<file path="config.mk">
export PLATFORM = sky130hd
export DESIGN_NAME = sram_access_target
export DESIGN_NICKNAME = d
export VERILOG_FILES = /design/src/rtl/sram_access_target.sv
export SDC_FILE = /design/constraint.sdc
export NUM_CORES = 1
export LEC_CHECK = 0
export CORE_MARGIN = 2
export CORE_UTILIZATION = 40
export CTS_CLUSTER_SIZE = 12
export DETAILED_ROUTE_END_ITERATION = 6
export PLACE_DENSITY = 0.81
export SETUP_SLACK_MARGIN = 0.4
export SKIP_CTS_REPAIR_TIMING = 1
export SYNTH_ARGS = -nofsm -noshare
export SYNTH_HDL_FRONTEND = slang
export SYNTH_SLANG_ARGS = --single-unit
</file>
<file path="constraint.sdc">
create_clock -name clk -period 1.9 [get_ports clk]
set_input_delay 0.38 -clock clk [delete_from_list [all_inputs] [get_ports clk]]
set_output_delay 0.38 -clock clk [all_outputs]
set_load 0.005 [all_outputs]
</file>
<file path="src/rtl/sram_access_target.sv">
// rtl/sram_access_target.sv - SRAM target for sram_access_req/resp with fixed-latency responses
// Drives a byte-enabled 64-bit synchronous SRAM and returns one response per accepted request.
module sram_access_target #(
   parameter int ADDR_WIDTH   = 10,
   parameter int READ_LATENCY = 1
) (
   input  logic                  clk,
   input  logic                  reset_n,
   input  logic                  sram_access_req__valid,
   input  logic [3:0]            sram_access_req__id,
   input  logic                  sram_access_req__read_not_write,
   input  logic [7:0]            sram_access_req__byte_enable,
   input  logic [31:0]           sram_access_req__address,
   input  logic [63:0]           sram_access_req__write_data,
   input  logic                  sram_hold,
   output logic                  sram_access_resp__ack,
   output logic                  sram_access_resp__valid,
   output logic [3:0]            sram_access_resp__id,
   output logic [63:0]           sram_access_resp__data,
   output logic                  sram_select,
   output logic                  sram_read_not_write,
   output logic [ADDR_WIDTH-1:0] sram_address,
   output logic [7:0]            sram_byte_enable,
   output logic [63:0]           sram_write_data,
   input  logic [63:0]           sram_read_data,
   output logic [7:0]            range_error_count
);

   localparam int DEPTH = READ_LATENCY + 1;

   logic accept;
   logic in_range;

   logic [DEPTH-1:0]      pipe_valid;
   logic [DEPTH-1:0]      pipe_read;
   logic [DEPTH-1:0]      pipe_in_range;
   logic [DEPTH-1:0][3:0] pipe_id;

   assign sram_access_resp__ack = sram_access_req__valid & ~sram_hold;
   assign accept                = sram_access_resp__ack;
   assign in_range              = ((sram_access_req__address >> ADDR_WIDTH) == 32'd0);

   // Out-of-range requests never reach the SRAM, but still occupy a response slot.
   always_ff @(posedge clk or negedge reset_n) begin
      if (!reset_n) begin
         sram_select         <= 1'b0;
         sram_read_not_write <= 1'b0;
         sram_address        <= '0;
         sram_byte_enable    <= 8'h00;
         sram_write_data     <= 64'h0;
         range_error_count   <= 8'h00;
      end else begin
         sram_select <= accept & in_range;
         if (accept && in_range) begin
            sram_read_not_write <= sram_access_req__read_not_write;
            sram_address        <= sram_access_req__address[ADDR_WIDTH-1:0];
            sram_byte_enable    <= sram_access_req__byte_enable;
            sram_write_data     <= sram_access_req__write_data;
         end
         if (accept && !in_range && range_error_count != 8'hFF) begin
            range_error_count <= range_error_count + 8'd1;
         end
      end
   end

   // Stage 0 lines up with sram_select; the last stage lines up with valid read data.
   always_ff @(posedge clk or negedge reset_n) begin
      if (!reset_n) begin
         pipe_valid    <= '0;
         pipe_read     <= '0;
         pipe_in_range <= '0;
         pipe_id       <= '0;
      end else begin
         pipe_valid[0]    <= accept;
         pipe_read[0]     <= sram_access_req__read_not_write;
         pipe_in_range[0] <= in_range;
         pipe_id[0]       <= sram_access_req__id;
         for (int i = 1; i < DEPTH; i++) begin
            pipe_valid[i]    <= pipe_valid[i-1];
            pipe_read[i]     <= pipe_read[i-1];
            pipe_in_range[i] <= pipe_in_range[i-1];
            pipe_id[i]       <= pipe_id[i-1];
         end
      end
   end

   always_ff @(posedge clk or negedge reset_n) begin
      if (!reset_n) begin
         sram_access_resp__valid <= 1'b0;
         sram_access_resp__id    <= 4'h0;
         sram_access_resp__data  <= 64'h0;
      end else begin
         sram_access_resp__valid <= pipe_valid[READ_LATENCY];
         if (pipe_valid[READ_LATENCY]) begin
            sram_access_resp__id   <= pipe_id[READ_LATENCY];
            sram_access_resp__data <= (pipe_read[READ_LATENCY] && pipe_in_range[READ_LATENCY])
                                      ? sram_read_data : 64'h0;
         end
      end
   end

endmodule

</file>
==> results of run 1 <==
## registers in the layout, summed over array words and instances, names as in the netlist
register                 flops
pipe_id                      8
pipe_in_range                2
pipe_read                    2
pipe_valid                   2
range_error_count            8
sram_access_resp__data      64
sram_access_resp__id         4
sram_access_resp__valid      1
sram_address                10
sram_byte_enable             8
sram_read_not_write          1
sram_select                  1
sram_write_data             64
## per-stage QoR
stage | TNS [ns] | util | hold WS (ns) | total power (W) | instance area, sq um
floorplan | 0 | - | 0.0844 | 0.00409 | 6600
global placement | -43.37 | 0.652 | 0.334 | 0.00475 | 10400
detailed placement | -48.29 | 0.652 | 0.335 | 0.00477 | 10400
CTS | -7.23 | 0.687 | -0.111 | 0.00806 | 10900
global route | 0 | 0.771 | 0.359 | 0.00844 | 12300
finish | 0 | 0.771 | 0.348 | 0.00816 | 12300
## power groups by stage
stage          clock network (W)  logic, W  registers, W
2_1_floorplan                  0  0.000123       0.00396
3_3_place_gp                   0  0.000787       0.00397
3_5_place_dp                   0  0.000803       0.00396
4_1_cts                  0.00335  0.000808       0.00390
5_1_grt                  0.00351   0.00102       0.00391
6_report                 0.00331  0.000946       0.00390
## final timing paths
check	to	slack (ns)	depth (start not counted)	startpoint
max in group asynchronous	pipe_id[5]	0.83	3	reset_n
min in group asynchronous	sram_address[7]	0.48	2	reset_n
setup / recovery	sram_write_data[39]	0.14	8	sram_access_req__address[23]
hold / removal	pipe_id[4]	0.35	0	pipe_id[0]
hold reg to reg	pipe_id[4]	0.35	0	pipe_id[0]
setup reg to reg	range_error_count[1]	0.17	6	range_error_count[2]
## worst max-delay path, stage by stage
cell	delay [ns]
dlymetal6s2s_1	0.15
nor4_4	0.27
nand4_1	0.22
nor3_4	0.23
buf_6	0.16
buf_12	0.16
clkbuf_16	0.17
mux2_4	0.30
## kinds of logic (layout without fill, tap and decap cells)
family / Yosys count / count (layout) / synth area share
flip-flops: 175 / 175 / 0.668
AND/OR/NAND/NOR: 94 / 94 / 0.0622
multiplexers: 90 / 90 / 0.154
buffers and inverters: 88 / 499 / 0.0584
AO/OA/AOI/OAI: 64 / 64 / 0.0488
XOR/XNOR: 5 / 5 / 0.00668
adder cells (fa/ha/maj): 1 / 1 / 0.00191
## layout by cell type (no fill, tap or decap), types with 2 or more instances in the layout
master / instances
dlymetal6s2s_1: 181
buf_4: 38
inv_6: 3
inv_1: 65
nand3_1: 3
clkbuf_2: 3
nor3_2: 3
buf_8: 3
xor2_1: 5
nand2_1: 69
clkinvlp_4: 2
buf_6: 5
nor4_2: 5
clkinv_2: 5
nor3_4: 2
mux2_4: 85
mux2_2: 5
clkbuf_1: 2
nor4_4: 2
dfrtp_2: 3
clkdlybuf4s50_1: 152
nand2b_1: 2
dfrtp_1: 172
o21ai_0: 64
buf_12: 11
clkinv_4: 2
clkbuf_16: 25
## metal layers
| layer | wire, um | track usage |
|---|---|---|
| met4 | 664 | 0.0845 |
| met5 | 0 | 0 |
| met2 | 11600 | 0.373 |
| met1 | 8210 | 0.251 |
| met3 | 1490 | 0.0642 |
## final cells by class
cell class	count	area [sq um]	share of cell area
Sequential cell	175	4380	0.356
Tap cell	216	270	0.0220
Inverter	65	244	0.0198
Timing Repair Buffer	402	4620	0.376
Multi-Input combinational cell	254	2230	0.182
Clock buffer	19	433	0.0352
Clock inverter	13	114	0.00926
==> results by group, run 1 <==
Floorplan
  – Number of placement rows: 46
  – Die outline area: between 15,000 and 20,000 sq um
  – Starting density of the core: 0.411
  – Floorplan die width: ~130 um
  – Die Span Y: between 100 and 150 um
  – Top-level port count: about 340
  – Std-Cell Core Area: about 16,000 sq um

Routing
  – Post-detailed-route DRC marker count: 0
  – Iteration-0 DRC count of the detailed router: ~180
  – Final antenna-violating net count: 0
  – 1st-pass router iterations: 4
  – Aggregate routed wire length: between 20 and 25 mm
  – Via count normalized by instance count: 4.77
  – Mean routed wirelength per cell: about 19 um
  – Vias: 5,455

STA
  – Worst slew margin relative to its limit: 0.703
  – Period utilization: 0.927
  – Highest clock rate: between 500 and 600 MHz
  – Final-report hold violation count: 0
  – Unrepaired setup endpoints after global routing: yes
  – Final Critical Period: 1.76 ns
  – Final worst setup slack: 0.139 ns
  – Count of final setup violators: 0
  – Pins Over Slew Limit: 0
  – Worst clock skew on the final layout: between 0.008 and 0.009 ns
  – Slew of the pin with the lowest slew margin: roughly 0.45 ns

Power and ir drop
  – Switching power: 0.00192 W
  – Sequential fraction of design power: 0.478
  – Cell area power density: between 600 and 700 nW/um^2
  – Internal cell power: roughly 0.0062 W
  – Part of the total power dissipated in the clock network: 0.406
  – Leakage Power: around 8.3 nW
  – Combinational share of power: 0.116
  – Maximum VDD drop: roughly 600 uV
  – Switch share: 0.236

Logic synthesis
  – Synthesized netlist net count: 695
  – Ys flop type: dfrtp_1
  – Most numerous cell types in the synthesized netlist: 175 x dfrtp_1, 85 x mux2_1, 69 x nand2_1
  – Share of Yosys cell area claimed by the top area cell type: 0.668
  – Number of synthesized register bits: ~180
  – Syn avg cell area: around 13 sq um
  – Async set-or-reset flop fraction in the synthesized netlist: 1.00
  – Number of unique standard cell types used by synthesis: 23
  – Sequential-to-total area share from yosys stat: 0.668
  – Warning count from the yosys run: 0
  – Cell Area, Synth: roughly 6600 sq um
  – Area leader, netlist: dfrtp_1
  – Synth Instances: about 520
  – Dominant cell by count in the synthesized netlist: dfrtp_1
  – Ranking of synthesized cells by area: dfrtp_1 67%, mux2_1 15%, o21ai_0 4.9%
  – Post-synth EDFFs: 0

Clock network
  – Clock tree from TritonCTS: done
  – Worst-Skew Late Latency: between 0.4 and 0.5 ns
  – Clk Tree Root Cell: clkbuf_16
  – Clk sink count: roughly 180
  – H-tree levels: 4
  – Number of buffers between clock root and the deepest sink: 2
  – Clock transition at the registers of the reported paths: ~0.060 ns
  – CTS buffer count: 17

Final layout
  – Area added between synthesis and finish: 87.4%
  – Number of fill cells: 899
  – Number of nets at the end of the flow: between 1,000 and 1,500
  – Fraction of final layout cells with drive strength greater than 1: 0.224
  – Number of cells in the finished layout apart from fillers: 1,144
  – Number of inserted diodes: 0

Setup path
  – Type of the setup path with the least slack: primary input to flip-flop
  – Arrival time worst endpoint: between 2 and 2.5 ns
  – Worst-path maximum fanout: 8
  – Kind of capture point of the worst setup path: flip-flop
  – CP startpoint kind: primary input
  – CP Data Required Time: around 2.2 ns

Placed design
  – Number of I/O port buffers: around 340
  – Placed instance count: 1,068
  – Setup WS pre-CTS: -0.570 ns
  – Global placement routability congestion: ~0.8
  – Detail Placement HPWL: approximately 14 mm

Global route
  – Via count of the first global-routing pass: roughly 5,500
  – Gr ovfl total: 0
  – Maximum number of pins on one net before global-route repair: 58
  – First-pass GRT wire length: about 29 mm
  – Number of antenna violations at the first check in global routing: 0
  – GRT Resource Usage Total: 0.215

Status
  – Status: complete, no violations

Run
  – Number of max-cap violations: 0

Min path
  – Class of the tightest hold or removal check: flip-flop to flip-flop
No activity file was read; power rests on OpenSTA's default activity.
==> run 2: changes to the inputs <==
- SLEW_MARGIN: unset -> 5
==> results of run 2 <==
Final layout, timing and power as in run 1 (identical DEF).
